$ cat src/rtl/trace_pkg.sv
// Shared types and widths for the writeback trace buffer.
package trace_pkg;

  localparam int SEQ_W  = 8;
  localparam int PC_W   = 32;
  localparam int DATA_W = 32;
  localparam int WNUM_W = 5;
  localparam int WEN_W  = 4;

  // One retired register write, tagged with its capture sequence number.
  typedef struct packed {
    logic [SEQ_W-1:0]  seq;
    logic [PC_W-1:0]   pc;
    logic [WNUM_W-1:0] wnum;
    logic [DATA_W-1:0] wdata;
  } trace_rec_t;

  localparam int REC_W = $bits(trace_rec_t);

  // A write is traced when any byte lane is enabled, and register 0 is
  // skipped only when zero filtering is on.
  function automatic logic is_capture(input logic [WEN_W-1:0]  wen,
                                      input logic [WNUM_W-1:0] wnum,
                                      input logic              filter_zero);
    return (wen != '0) && ((wnum != '0) || !filter_zero);
  endfunction

endpackage

$ cat src/rtl/trace_fifo.sv
// Generic synchronous show-ahead FIFO. Pointers carry an extra wrap bit so
// full and empty are told apart without a separate flag.
module trace_fifo #(
  parameter int DEPTH = 16,
  parameter int WIDTH = 8
) (
  input  logic                     clk,
  input  logic                     reset,
  input  logic                     clear,
  input  logic                     push,
  input  logic                     pop,
  input  logic [WIDTH-1:0]         wdata,
  output logic [WIDTH-1:0]         rdata,
  output logic                     full,
  output logic                     empty,
  output logic [$clog2(DEPTH):0]   count
);

  localparam int AW = $clog2(DEPTH);

  logic [WIDTH-1:0] mem [DEPTH];
  logic [AW:0]      wptr, rptr, cnt;
  logic             do_push, do_pop, flush;

  assign flush   = reset | clear;
  assign empty   = (wptr == rptr);
  assign full    = (wptr[AW] != rptr[AW]) && (wptr[AW-1:0] == rptr[AW-1:0]);
  // Pops on an empty FIFO are ignored; a push into a full FIFO only lands
  // when the head leaves in the same cycle.
  assign do_pop  = pop & ~empty;
  assign do_push = push & (~full | do_pop);

  // Pointer and occupancy tracking; flush wins over any handshake.
  always_ff @(posedge clk) begin
    if (flush) begin
      wptr <= '0;
      rptr <= '0;
      cnt  <= '0;
    end else begin
      if (do_push) wptr <= wptr + 1'b1;
      if (do_pop)  rptr <= rptr + 1'b1;
      case ({do_push, do_pop})
        2'b10:   cnt <= cnt + 1'b1;
        2'b01:   cnt <= cnt - 1'b1;
        default: cnt <= cnt;
      endcase
    end
  end

  // Storage write; contents need no reset since reads are masked when empty.
  always_ff @(posedge clk) begin
    if (do_push && !flush) mem[wptr[AW-1:0]] <= wdata;
  end

  assign rdata = empty ? '0 : mem[rptr[AW-1:0]];
  assign count = cnt;

endmodule

$ cat src/rtl/wb_trace_buffer.sv
// Captures retired register writes into a tagged trace FIFO. The CPU is never
// stalled: records that find the FIFO full are dropped and counted.
module wb_trace_buffer
  import trace_pkg::*;
#(
  parameter int DEPTH       = 16,
  parameter int FILTER_ZERO = 1,
  parameter int CNT_W       = 16
) (
  input  logic                    clk,
  input  logic                    reset,
  input  logic [PC_W-1:0]         debug_wb_pc,
  input  logic [WEN_W-1:0]        debug_wb_rf_wen,
  input  logic [WNUM_W-1:0]       debug_wb_rf_wnum,
  input  logic [DATA_W-1:0]       debug_wb_rf_wdata,
  input  logic                    trace_clear,
  output logic                    trace_valid,
  input  logic                    trace_ready,
  output logic [SEQ_W-1:0]        trace_seq,
  output logic [PC_W-1:0]         trace_pc,
  output logic [WNUM_W-1:0]       trace_wnum,
  output logic [DATA_W-1:0]       trace_wdata,
  output logic [$clog2(DEPTH):0]  trace_count,
  output logic                    trace_overflow,
  output logic [CNT_W-1:0]        trace_drops
);

  logic             cap, push, pop, drop, full, empty, flush;
  logic [SEQ_W-1:0] seq;
  trace_rec_t       wr_rec, hd_rec;

  assign flush = reset | trace_clear;
  assign cap   = is_capture(debug_wb_rf_wen, debug_wb_rf_wnum, FILTER_ZERO != 0);
  assign pop   = trace_valid & trace_ready;
  assign push  = cap & (~full | pop);
  assign drop  = cap & full & ~pop;

  assign wr_rec = '{seq:   seq,
                    pc:    debug_wb_pc,
                    wnum:  debug_wb_rf_wnum,
                    wdata: debug_wb_rf_wdata};

  // Sequence tag advances on every capture, stored or dropped, so gaps
  // reveal drops downstream.
  always_ff @(posedge clk) begin
    if (flush)    seq <= '0;
    else if (cap) seq <= seq + 1'b1;
  end

  // Sticky overflow flag and saturating drop counter.
  always_ff @(posedge clk) begin
    if (flush) begin
      trace_overflow <= 1'b0;
      trace_drops    <= '0;
    end else if (drop) begin
      trace_overflow <= 1'b1;
      if (trace_drops != '1) trace_drops <= trace_drops + 1'b1;
    end
  end

  trace_fifo #(
    .DEPTH (DEPTH),
    .WIDTH (REC_W)
  ) u_fifo (
    .clk   (clk),
    .reset (reset),
    .clear (trace_clear),
    .push  (push),
    .pop   (pop),
    .wdata (wr_rec),
    .rdata (hd_rec),
    .full  (full),
    .empty (empty),
    .count (trace_count)
  );

  assign trace_valid = ~empty;
  assign trace_seq   = hd_rec.seq;
  assign trace_pc    = hd_rec.pc;
  assign trace_wnum  = hd_rec.wnum;
  assign trace_wdata = hd_rec.wdata;

endmodule
$ cat config.mk
export PLATFORM = sky130hd
export DESIGN_NAME = wb_trace_buffer
export DESIGN_NICKNAME = d
export VERILOG_FILES = /design/src/rtl/trace_pkg.sv /design/src/rtl/trace_fifo.sv /design/src/rtl/wb_trace_buffer.sv
export SDC_FILE = /design/constraint.sdc
export NUM_CORES = 1
export LEC_CHECK = 0
export BUFFER_PORTS_ARGS = -buffer_cell sky130_fd_sc_hd__buf_4
export CAP_MARGIN = 40
export CORE_ASPECT_RATIO = 1.4
export CORE_MARGIN = 4
export CORE_UTILIZATION = 45
export DETAILED_ROUTE_END_ITERATION = 10
export GPL_TIMING_DRIVEN = 1
export HOLD_SLACK_MARGIN = 0.08
export PLACE_DENSITY_LB_ADDON = 0.15
export SYNTH_ARGS = -nofsm -noshare
export SYNTH_HDL_FRONTEND = slang
export SYNTH_SLANG_ARGS = --single-unit
$ cat constraint.sdc
create_clock -name clk -period 12.9 [get_ports clk]
set_clock_uncertainty 0.15 [all_clocks]
set_input_delay 3.87 -clock clk [delete_from_list [all_inputs] [get_ports clk]]
set_output_delay 3.87 -clock clk [all_outputs]
set_load 0.02 [all_outputs]
==> out/metrics.csv, run 1 <==
stage,metric,value,unit
outcome,status,completed,
pwr,swShare,20.17,%
logic_synthesis,yosysWarningCount,0,
detailed_routing,viasPerCell,5.735,
logic_synthesis,synthSimpleGateAreaFrac,2.278,%
global_routing,grt_max_degree,149,
final_layout,final_cell_mix,"edfxtp_1, mux4_2, buf_4",
logic_synthesis,netlist_instances,2062,
final_layout,layout_commonest_cell,edfxtp_1,
logic_synthesis,synthMuxAreaShare,17.86,%
setup_path,cp_data_arrival_time,4.03,ns
detailed_routing,drc,0,
clocking,cts_sinks,1276,
clocking,h-tree-depth,3,
pwr,p_comb_share,3.6,%
die,die-area,0.1139,mm2
setup_path,required,8.88,ns
global_routing,gr-usage-all-layers,19.17,%
die,core,0.1073,mm2
detailed_routing,wire_per_inst,28.12,um
setup_path,worst_path_max_delay_cell,buf_4,
clocking,cts_root_buffer,clkbuf_16,
sta,rsz0062_at_grt,no,
clocking,tritoncts,done,
sta,finalSetupViolCount,0,
setup_path,crit_path_cell_trace,buf_16 -> buf_4 -> buf_4 -> mux4_2 -> mux4_2 -> nor2b_1 -> buf_4,
die,ioPinCount,177,
die,dieWidth,286.4,um
sta,maxClockFrequency,0.1242,GHz
logic_synthesis,syn_area_per_cell,23.68,um2
logic_synthesis,synth_edf_count,1232,
die,rows,142,
logic_synthesis,synth_nets,2151,
global_routing,grt_util_met1,25.75,%
setup_path,crit_top_cell,buf_4,
clocking,path_clk_slew,0.06,ns
logic_synthesis,synth_top_area_share,75.78,%
sta,tns,0,ns
setup_path,start_kind,register,
clocking,worstSkewPairLatency,0.71,ns
pwr,p_clk_share,41.4,%
placed_design,io_buffers,176,
detailed_routing,drt-total-wl,108.2,mm
sta,worst_slew_pin_slew,1.031,ns
detailed_routing,first_pass_iters,5,
setup_path,critPathMaxStageDelay,0.61,ns
global_routing,grt_pass1_wl,160.9,mm
logic_synthesis,ys_types,40,
global_routing,use_met2,33.63,%
final_layout,nFillCells,8336,
detailed_routing,ant_nets,0,
pwr,seqPwrFrac,54.9,%
global_routing,grt_pass1_vias,23760,
logic_synthesis,synth_top_family_by_area,multiplexers,
logic_synthesis,synth_compound_area_share,0.6843,%
global_routing,antenna_found_initial,9,
logic_synthesis,ys_ff_latch,1276,
pwr,p_leak,17.21,nW
global_routing,grt.overflow.total,0,
placed_design,hpwl,62.66,mm
pwr,total_power,8.302,mW
clocking,cts_setup_buffers,0,
setup_path,worstSetupEndpointType,output port,
sta,period_needed,8.049,ns
sta,drv_slew,0,
run,drv_cap,0,
die,chipHeight,397.7,um
pwr,ir_drop,0.1173,mV
sta,relSlewSlack,31.24,%
setup_path,crit_type,reg -> out,
detailed_routing,drt_iter0_drc,1866,
pwr,internal-power,6.628,mW
sta,finalHoldViolations,0,
final_layout,nets,2393,
clocking,cts-resized-gates,0,
sta,fin_crit_sh,62.39,%
pwr,cellPowerDensity,147.6,mW/mm2
final_layout,area_delta_synth_final,15.23,%
detailed_routing,num_vias,22060,
logic_synthesis,yosysSeqAreaShare,77.58,%
placed_design,gp_congestion,0.7341,
logic_synthesis,synth_xor_area_share,0.3767,%
logic_synthesis,synth_area_leader_cell,edfxtp_1,
logic_synthesis,netlist_top_cells_area,"edfxtp_1, mux4_2, dfxtp_1",
pwr,p_switching,1.674,mW
logic_synthesis,synth_fa_ha_area_share,0.3229,%
clocking,cts_max_path_buffers,3,
die,start_util,45.49,%
global_routing,busiest_layer,met2,
setup_path,cp_max_fo,36,
final_layout,drive_above_1_share,33.67,%
logic_synthesis,async_flop_share,0,%
logic_synthesis,syn_area,0.04882,mm2
clocking,holdBufCountCts,0,
worst_hold_path,hold_class,reg -> reg,
global_routing,use_met3,2.616,%
logic_synthesis,yosys_most_used_dff,edfxtp_1,
clocking,cts_buffers,117,
synthesized netlist by cell type (8+ instances only):
cell	instances
a21oi_1	19
buf_1	24
o21ai_0	11
clkbuf_1	75
o31ai_1	8
xor2_1	15
and3_1	19
inv_1	10
nor2b_1	81
nor2_1	33
edfxtp_1	1232
nand2_1	11
dfxtp_1	44
mux4_2	385
or4_1	10
nand3_1	9
ha_1	11
nor4_1	9
logic make-up (layout without fill, tap and decap cells):
family,after synthesis,count (layout)
flops,1276,1276
simple gates,195,195
fa+ha+maj,12,12
compound gates,54,54
mux,390,390
xor+xnor,21,21
other cells,0,1
buf+inv,114,458
final cells by class:
type	count	area [um2]	area share [%]
timing repair buffer	227	2095	3.723
clock buffer	140	3099	5.509
inverter	10	37.54	0.06672
tap	1440	1802	3.203
antenna	1	2.502	0.004448
clock inverter	81	726.9	1.292
sequential	1276	37890	67.35
multi-input combinational	672	10600	18.85
routing by layer:
layer	up-vias	wire length, um	share of wire [%]
met5	-	53	0.049
met4	8	1716	1.6
met3	134	5212	4.8
met2	594	56800	53
met1	12020	44400	41
li1	9312	-	-
power groups by stage:
stage	clock, mW	combinational, mW	sequential, mW
after floorplan	0	0.151	4.65
after global placement	0	0.296	4.65
after detailed placement	0	0.309	4.65
after CTS	3.52	0.310	4.56
after global routing	3.69	0.326	4.56
final	3.44	0.301	4.56
registers in the layout (all words and copies together), names as in the netlist, named ones only:
name / count
trace_overflow: 1
u_fifo.wptr: 5
u_fifo.count: 5
u_fifo.mem: 1232
trace_drops: 16
u_fifo.rptr: 5
seq: 8
critical path: cells and delay by family (launching register included):
kind                   cells  cell delay, ns
multiplexers               2            1.05
buffers and inverters      4            1.59
AND/OR/NAND/NOR            1            0.20
flip-flops                 1            0.40
metrics by stage:
step	hold WS (ns)	instance area, um2	util (%)	std cells	setup WS [ns]
after floorplan	0.3877	48820	-	2062	5.231
after global placement	0.3218	51890	48.35	3602	4.755
after detailed placement	0.3190	52420	48.85	3624	4.515
after CTS	0.3341	56250	52.41	3845	4.655
after global routing	0.3509	56250	52.42	3846	4.549
final	0.3294	56260	52.42	3847	4.851
path summary, 6_finish.rpt:
check	end	depth (start not counted)	from	slack, ns
max	trace_pc[18]	7	register	4.85
min	trace_overflow	2	trace_overflow	0.33
max reg2reg	u_fifo.mem[9][57]	7	u_fifo.wptr[2]	8.88
min reg2reg	trace_overflow	2	trace_overflow	0.33
No activity file was read; power rests on OpenSTA's default activity.
==> inputs of run 2 (changes only) <==
==> constraint.sdc (replaced) <==
create_clock -name clk -period 8.05 [get_ports clk]
set_clock_uncertainty 0.15 [all_clocks]
set_input_delay 2.415 -clock clk [delete_from_list [all_inputs] [get_ports clk]]
set_output_delay 2.415 -clock clk [all_outputs]
set_load 0.02 [all_outputs]
==> out/metrics.csv, run 2 (synthesized netlist as in run 1, its figures left out) <==
stage,metric,value,unit,change
clocking,cts_root_buffer,clkbuf_16,,unchanged
setup_path,worstReg2RegEnd,u_fifo.count[4],,was u_fifo.mem[9][57]
setup_path,worstRegToRegCells,11,,was 7
final_layout,nets,2395,,was 2393
pwr,total_power,13.29,mW,was 8.302 mW
setup_path,crit_family,multiplexers,,was buffers and inverters
outcome,status,completed,,unchanged
detailed_routing,viasPerCell,5.754,,was 5.735
pwr,seqPwrFrac,55.0,%,was 54.9%
setup_path,start_kind,register,,unchanged
detailed_routing,ant_nets,0,,unchanged
global_routing,grt_pass1_vias,23750,,was 23.76k
setup_path,cp_max_fo,36,,unchanged
clocking,cts_max_path_buffers,3,,unchanged
sta,relSlewSlack,40.51,%,was 31.24%
pwr,p_leak,17.21,nW,about the same
pwr,ir_drop,0.1767,mV,was 0.1173 mV
sta,rsz0062_at_grt,no,,unchanged
final_layout,multiInputGateArea,0.01060,mm2,about the same
worst_hold_path,hold_depth,2,,unchanged
detailed_routing,drt_iter0_drc,1896,,was 1866
clocking,tritoncts,done,,unchanged
detailed_routing,wire_per_inst,29.29,um,was 28.12 um
clocking,cts-resized-gates,0,,unchanged
die,chipHeight,397.7,um,unchanged
worst_hold_path,min_to,trace_overflow,,unchanged
setup_path,required,5.49,ns,was 8.88 ns
clocking,cts_sinks,1276,,unchanged
placed_design,dpl.cell_count,3627,,was 3624
sta,fin_crit_sh,76.14,%,
sta,finalHoldViolations,0,,unchanged
sta,finalSetupViolCount,0,,unchanged
pwr,p_clk_share,41.2,%,was 41.4%
final_layout,largest_reg_flops,1232,,unchanged
sta,maxClockFrequency,0.1632,GHz,
die,dieWidth,286.4,um,unchanged
global_routing,grt_pass1_wl,165.0,mm,was 160.9 mm
pwr,cellPowerDensity,236.3,mW/mm2,was 147.6 mW/mm2
final_layout,instances_no_fill,3847,,unchanged
sta,tns,0,ns,unchanged
die,rows,142,,unchanged
final_layout,layout_commonest_cell,edfxtp_1,,unchanged
run,drv_cap,0,,unchanged
die,die-area,0.1139,mm2,unchanged
clocking,cts_setup_buffers,0,,unchanged
placed_design,gp_congestion,0.7667,,was 0.7341
setup_path,worst_path_max_delay_cell,dfxtp_4,,was buf_4
final_layout,drive_above_1_share,33.64,%,was 33.67%
clocking,cts_buffers,116,,was 117
final_layout,seq_area,0.03789,mm2,unchanged
setup_path,r2r-start,u_fifo.wptr[0],,was u_fifo.wptr[2]
detailed_routing,first_pass_iters,5,,unchanged
setup_path,r2r_setup_slack,4.32,ns,was 8.88 ns
setup_path,crit_path_cell_trace,buf_12 -> buf_12 -> mux4_2 -> mux4_2 -> nor2b_1 -> buf_4,,was buf_16 -> buf_4 -> buf_4 -> mux4_2 -> mux4_2 -> nor2b_1 -> buf_4
die,core,0.1073,mm2,unchanged
global_routing,grt_max_degree,88,,was 149
die,ioPinCount,177,,unchanged
detailed_routing,drt-total-wl,112.7,mm,was 108.2 mm
pwr,swShare,20.18,%,was 20.17%
final_layout,area_delta_synth_final,15.18,%,was 15.23%
placed_design,io_buffers,176,,unchanged
clocking,worstSkewPairLatency,0.71,ns,about the same
worst_hold_path,min-delay-start,trace_overflow,,unchanged
global_routing,antenna_found_initial,6,,was 9
final_layout,final_cell_mix,"edfxtp_1, mux4_2, buf_4",,unchanged
die,start_util,45.49,%,unchanged
setup_path,crit_type,reg -> out,,unchanged
detailed_routing,drc,0,,unchanged
clocking,h-tree-depth,3,,unchanged
pwr,p_comb_share,3.8,%,was 3.6%
setup_path,cp_data_arrival_time,3.56,ns,was 4.03 ns
clocking,holdBufCountCts,0,,unchanged
setup_path,critPathMaxStageDelay,0.67,ns,was 0.61 ns
global_routing,gr-usage-all-layers,19.94,%,was 19.17%
pwr,p_switching,2.681,mW,was 1.674 mW
sta,period_needed,6.129,ns,
final_layout,nFillCells,8356,,was 8336
sta,worst_slew_pin_slew,0.8841,ns,was 1.031 ns
setup_path,worstSetupEndpointType,output port,,unchanged
clocking,path_clk_slew,0.06,ns,about the same
pwr,internal-power,10.61,mW,was 6.628 mW
placed_design,hpwl,65.57,mm,was 62.66 mm
worst_hold_path,hold_class,reg -> reg,,unchanged
detailed_routing,num_vias,22140,,was 22.06k
sta,drv_slew,0,,unchanged
setup_path,crit_buf_inv,3,,was 4
global_routing,grt.overflow.total,0,,unchanged
[run 2: layout make-up]
| type | count | share of cell area, % |
|---|---|---|
| well taps | 1440 | 3.204 |
| repair buffers | 230 | 3.742 |
| inverters | 10 | 0.06675 |
| clock buffers | 148 | 5.654 |
| multi-input cells | 672 | 18.84 |
| diodes | 2 | 0.008900 |
| clock inverters | 69 | 1.099 |
| flip-flops and latches | 1276 | 67.38 |
[run 2: routing by layer]
metal  global-route usage [%]  part of all wire [%]
met5                        0                 0.030
met4                    5.244                   2.0
met3                    3.629                   5.4
met2                    34.71                    53
met1                    26.14                    40
[run 2: worst reg2reg max path, stage by stage, from the launching register on]
cell and delay [ns]:
dfxtp_1 0.42, xor2_1 0.13, or4_1 0.72, o21ai_1 0.43, ha_1 0.32, inv_1 0.11, fa_1 0.39, nor2b_1 0.15
o21ai_0 0.11, and3_1 0.20, or4_1 0.39, a21oi_1 0.14
[run 2: power groups by stage]
stage | clock network (mW) | logic [mW] | registers (mW)
global placement | 0 | 0.497 | 7.46
global route | 5.89 | 0.536 | 7.31
CTS | 5.62 | 0.514 | 7.31
detailed placement | 0 | 0.514 | 7.45
floorplan | 0 | 0.242 | 7.46
finish | 5.48 | 0.499 | 7.31
[run 2: metrics by stage]
| stage | setup WS, ns | area (um2) | hold WS, ns | utilization [%] |
|---|---|---|---|---|
| 3_3_place_gp | 2.197 | 52310 | 0.3121 | 48.74 |
| 5_1_grt | 1.718 | 56230 | 0.3532 | 52.40 |
| 6_report | 1.921 | 56230 | 0.3274 | 52.40 |
| 4_1_cts | 1.783 | 56220 | 0.3337 | 52.39 |
| 2_1_floorplan | 1.836 | 48820 | 0.3877 | - |
| 3_5_place_dp | 2.061 | 52420 | 0.3152 | 48.85 |
[run 2: how the worst max path moves through the flow]
stage	from	endpoint	slack (ns)	cells past startpoint
final	register	trace_pc[13]	1.92	6
after global routing	register	trace_seq[7]	1.72	6
after CTS	register	trace_pc[13]	1.78	6
after detailed placement	debug_wb_rf_wnum[0]	u_fifo.mem[15][25]	2.06	8
after global placement	debug_wb_rf_wnum[0]	u_fifo.mem[14][31]	2.20	8
after floorplan	debug_wb_rf_wnum[0]	u_fifo.mem[15][0]	1.84	6
==> inputs of run 3 (changes only) <==
--- a/config.mk
+++ b/config.mk
@@ -5,6 +5,7 @@
 export SDC_FILE = /design/constraint.sdc
 export NUM_CORES = 1
 export LEC_CHECK = 0
+export ABC_AREA = 1
 export BUFFER_PORTS_ARGS = -buffer_cell sky130_fd_sc_hd__buf_4
 export CAP_MARGIN = 40
 export CORE_ASPECT_RATIO = 1.4
==> constraint.sdc (replaced) <==
create_clock -name clk -period 5.9 [get_ports clk]
set_clock_uncertainty 0.15 [all_clocks]
set_input_delay 1.77 -clock clk [delete_from_list [all_inputs] [get_ports clk]]
set_output_delay 1.77 -clock clk [all_outputs]
set_load 0.02 [all_outputs]
==> out/metrics.csv, run 3 <==
stage,metric,value,unit,change
die,rows,145,,was 142
sta,fin_crit_sh,92.53,%,
sta,relSlewSlack,34.09,%,was 40.51%
die,dieWidth,291.5,um,was 286.4 um
final_layout,final_cell_mix,"edfxtp_1, nor2_1, o21ai_0",,"was edfxtp_1, mux4_2, buf_4"
clocking,cts_setup_buffers,0,,unchanged
final_layout,post-route-util,51.65,%,was 52.40%
setup_path,worstReg2RegEnd,u_fifo.mem[4][25],,was u_fifo.count[4]
run,drv_cap,0,,unchanged
final_layout,drive_above_1_share,10.93,%,was 33.64%
pwr,p_leak,18.68,nW,was 17.21 nW
logic_synthesis,yosysSeqAreaShare,74.79,%,was 77.58%
placed_design,io_buffers,176,,unchanged
logic_synthesis,ys_types,23,,was 40
die,ioPinCount,177,,unchanged
final_layout,instances_no_fill,5635,,was 3847
die,start_util,45.32,%,was 45.49%
worst_hold_path,hold_class,reg -> reg,,unchanged
logic_synthesis,synth_top_area_share,73.05,%,was 75.78%
clocking,path_clk_slew,0.07,ns,was 0.06 ns
logic_synthesis,netlist_instances,3957,,was 2062
placed_design,dpl.cell_count,5410,,was 3627
logic_synthesis,yosys-top-cells-count,"edfxtp_1, nor2_1, o21ai_0, o211ai_1, o21ai_1",,"was edfxtp_1, mux4_2, nor2b_1, clkbuf_1, dfxtp_1"
setup_path,cp_data_arrival_time,3.54,ns,was 3.56 ns
detailed_routing,viasPerCell,5.630,,was 5.754
global_routing,gr-usage-all-layers,21.40,%,was 19.94%
logic_synthesis,syn_area,0.05065,mm2,was 0.04882 mm2
sta,worst_slew_pin_slew,0.9886,ns,was 0.8841 ns
sta,period_needed,5.459,ns,
logic_synthesis,synth.most_common_cell,edfxtp_1,,unchanged
setup_path,crit_end,trace_pc[8],,was trace_pc[13]
logic_synthesis,synth_fa_ha_area_share,0.3113,%,was 0.3229%
setup_path,crit_type,reg -> out,,unchanged
final_layout,largest_reg_flops,1232,,unchanged
sta,rsz0062_at_grt,no,,unchanged
global_routing,grt.overflow.total,0,,unchanged
clocking,cts_buffers,120,,was 116
setup_path,r2r_setup_slack,2.74,ns,was 4.32 ns
clocking,cts_sinks,1276,,unchanged
pwr,cellPowerDensity,324.5,mW/mm2,was 236.3 mW/mm2
setup_path,r2r-start,u_fifo.wptr[2],,was u_fifo.wptr[0]
clocking,worstSkewPairLatency,0.71,ns,about the same
detailed_routing,ant_nets,0,,unchanged
logic_synthesis,synthSimpleGateAreaFrac,10.03,%,was 2.278%
global_routing,grt_pass1_wl,194.6,mm,was 165.0 mm
logic_synthesis,yosysWarningCount,0,,unchanged
outcome,status,completed,,unchanged
placed_design,hpwl,66.15,mm,was 65.57 mm
setup_path,cp_max_fo,88,,was 36
final_layout,area_delta_synth_final,13.98,%,was 15.18%
clocking,cts-resized-gates,0,,unchanged
logic_synthesis,synth_compound_area_share,11.91,%,was 0.6843%
sta,hold_ws,0.3407,ns,was 0.3274 ns
pwr,ir_drop,0.2648,mV,was 0.1767 mV
setup_path,start_kind,register,,unchanged
detailed_routing,drt_iter0_drc,2625,,was 1896
global_routing,grt_pass1_vias,31250,,was 23.75k
logic_synthesis,synth_edf_count,1232,,unchanged
die,die-area,0.1181,mm2,was 0.1139 mm2
detailed_routing,first_pass_iters,6,,was 5
clocking,cts_max_path_buffers,3,,unchanged
clocking,cts_root_buffer,clkbuf_16,,unchanged
setup_path,required,3.98,ns,was 5.49 ns
clocking,h-tree-depth,3,,unchanged
worst_hold_path,min-delay-start,u_fifo.rptr[4],,was trace_overflow
logic_synthesis,synth_area_leader_cell,edfxtp_1,,unchanged
logic_synthesis,async_flop_share,0,%,unchanged
detailed_routing,num_vias,31730,,was 22.14k
logic_synthesis,synth_top_family_by_area,compound AO/OA/AOI/OAI gates,,was multiplexers
die,chipHeight,404.9,um,was 397.7 um
placed_design,pre_cts_ws,0.9264,ns,was 2.061 ns
sta,fin_ws,0.4407,ns,was 1.921 ns
clocking,tritoncts,done,,unchanged
sta,maxClockFrequency,0.1832,GHz,
detailed_routing,wire_per_inst,22.81,um,was 29.29 um
setup_path,worstRegToRegCells,10,,was 11
clocking,holdBufCountCts,0,,unchanged
logic_synthesis,syn_area_per_cell,12.80,um2,was 23.68 um2
logic_synthesis,synth_xor_area_share,0.2421,%,was 0.3767%
final_layout,nets,4151,,was 2395
logic_synthesis,synth_nets,4046,,was 2151
detailed_routing,drc,0,,unchanged
sta,drv_slew,0,,unchanged
logic_synthesis,ys_ff_latch,1276,,unchanged
final_layout,layout_commonest_cell,edfxtp_1,,unchanged
global_routing,antenna_found_initial,4,,was 6
die,core,0.1118,mm2,was 0.1073 mm2
sta,finalHoldViolations,0,,unchanged
detailed_routing,drt-total-wl,128.5,mm,was 112.7 mm
logic_synthesis,yosys_most_used_dff,edfxtp_1,,unchanged
logic_synthesis,synthMuxAreaShare,0,%,was 17.86%
sta,finalSetupViolCount,0,,unchanged
logic_synthesis,netlist_top_cells_area,"edfxtp_1, nor2_1, o211ai_1",,"was edfxtp_1, mux4_2, dfxtp_1"
setup_path,worstSetupEndpointType,output port,,unchanged
global_routing,grt_max_degree,203,,was 88
placed_design,gp_congestion,0.7644,,was 0.7667
==> run 3: how the worst min path moves through the flow <==
| stage | depth (start not counted) | end |
|---|---|---|
| global route | 2 | u_fifo.rptr[4] |
| detailed placement | 2 | u_fifo.rptr[4] |
| finish | 2 | u_fifo.rptr[4] |
| global placement | 2 | u_fifo.wptr[4] |
| floorplan | 2 | u_fifo.wptr[4] |
| CTS | 2 | u_fifo.rptr[4] |
==> run 3: cell type report <==
class,count,area [um2]
diodes,2,5.005
clock buffers,153,3198
multi-input cells,2361,11520
clock inverters,70,767.0
well taps,1470,1839
flip-flops and latches,1276,37890
inverters,50,212.7
repair buffers,253,2290
fillers,9560,54030
==> run 3: critical path, cell delays in order (launching register included) <==
cell      delay, ns
dfxtp_4        0.79
buf_12         0.40
buf_12         0.38
o21ai_0        0.18
o211ai_1       0.25
nand3_1        0.16
a21oi_1        0.29
buf_4          0.19
==> run 3: power by group <==
| group | switching (mW) | total, mW | internal [mW] |
|---|---|---|---|
| registers | 0.0236 | 9.99 | 9.96 |
| clock network | 3.29 | 7.77 | 4.48 |
| logic | 0.686 | 0.972 | 0.286 |
| total | 4.00 | 18.7 | 14.7 |
==> run 3: logic make-up after synthesis <==
logic type,count (synthesis)
AOI/OAI and AO/OA,1051
xor gates and xnor gates,14
adders and majority gates,12
buffers and inverters,320
DFF,1276
and+or+nand+nor,1284
==> run 3: per-stage QoR <==
| step | total power [mW] | area [um2] | TNS [ns] |
|---|---|---|---|
| global placement | 11.16 | 53700 | 0 |
| CTS | 18.90 | 57720 | 0 |
| global route | 19.36 | 57730 | 0 |
| floorplan | 10.70 | 50680 | -538.16 |
| detailed placement | 11.17 | 53760 | 0 |
| finish | 18.73 | 57730 | 0 |
==> run 3: per-layer routing <==
| layer | part of all wire [%] | GRT usage [%] |
|---|---|---|
| met5 | 0.023 | 0 |
| met4 | 2.4 | 6.214 |
| met2 | 49 | 36.17 |
| met1 | 43 | 28.97 |
| met3 | 5.4 | 3.191 |
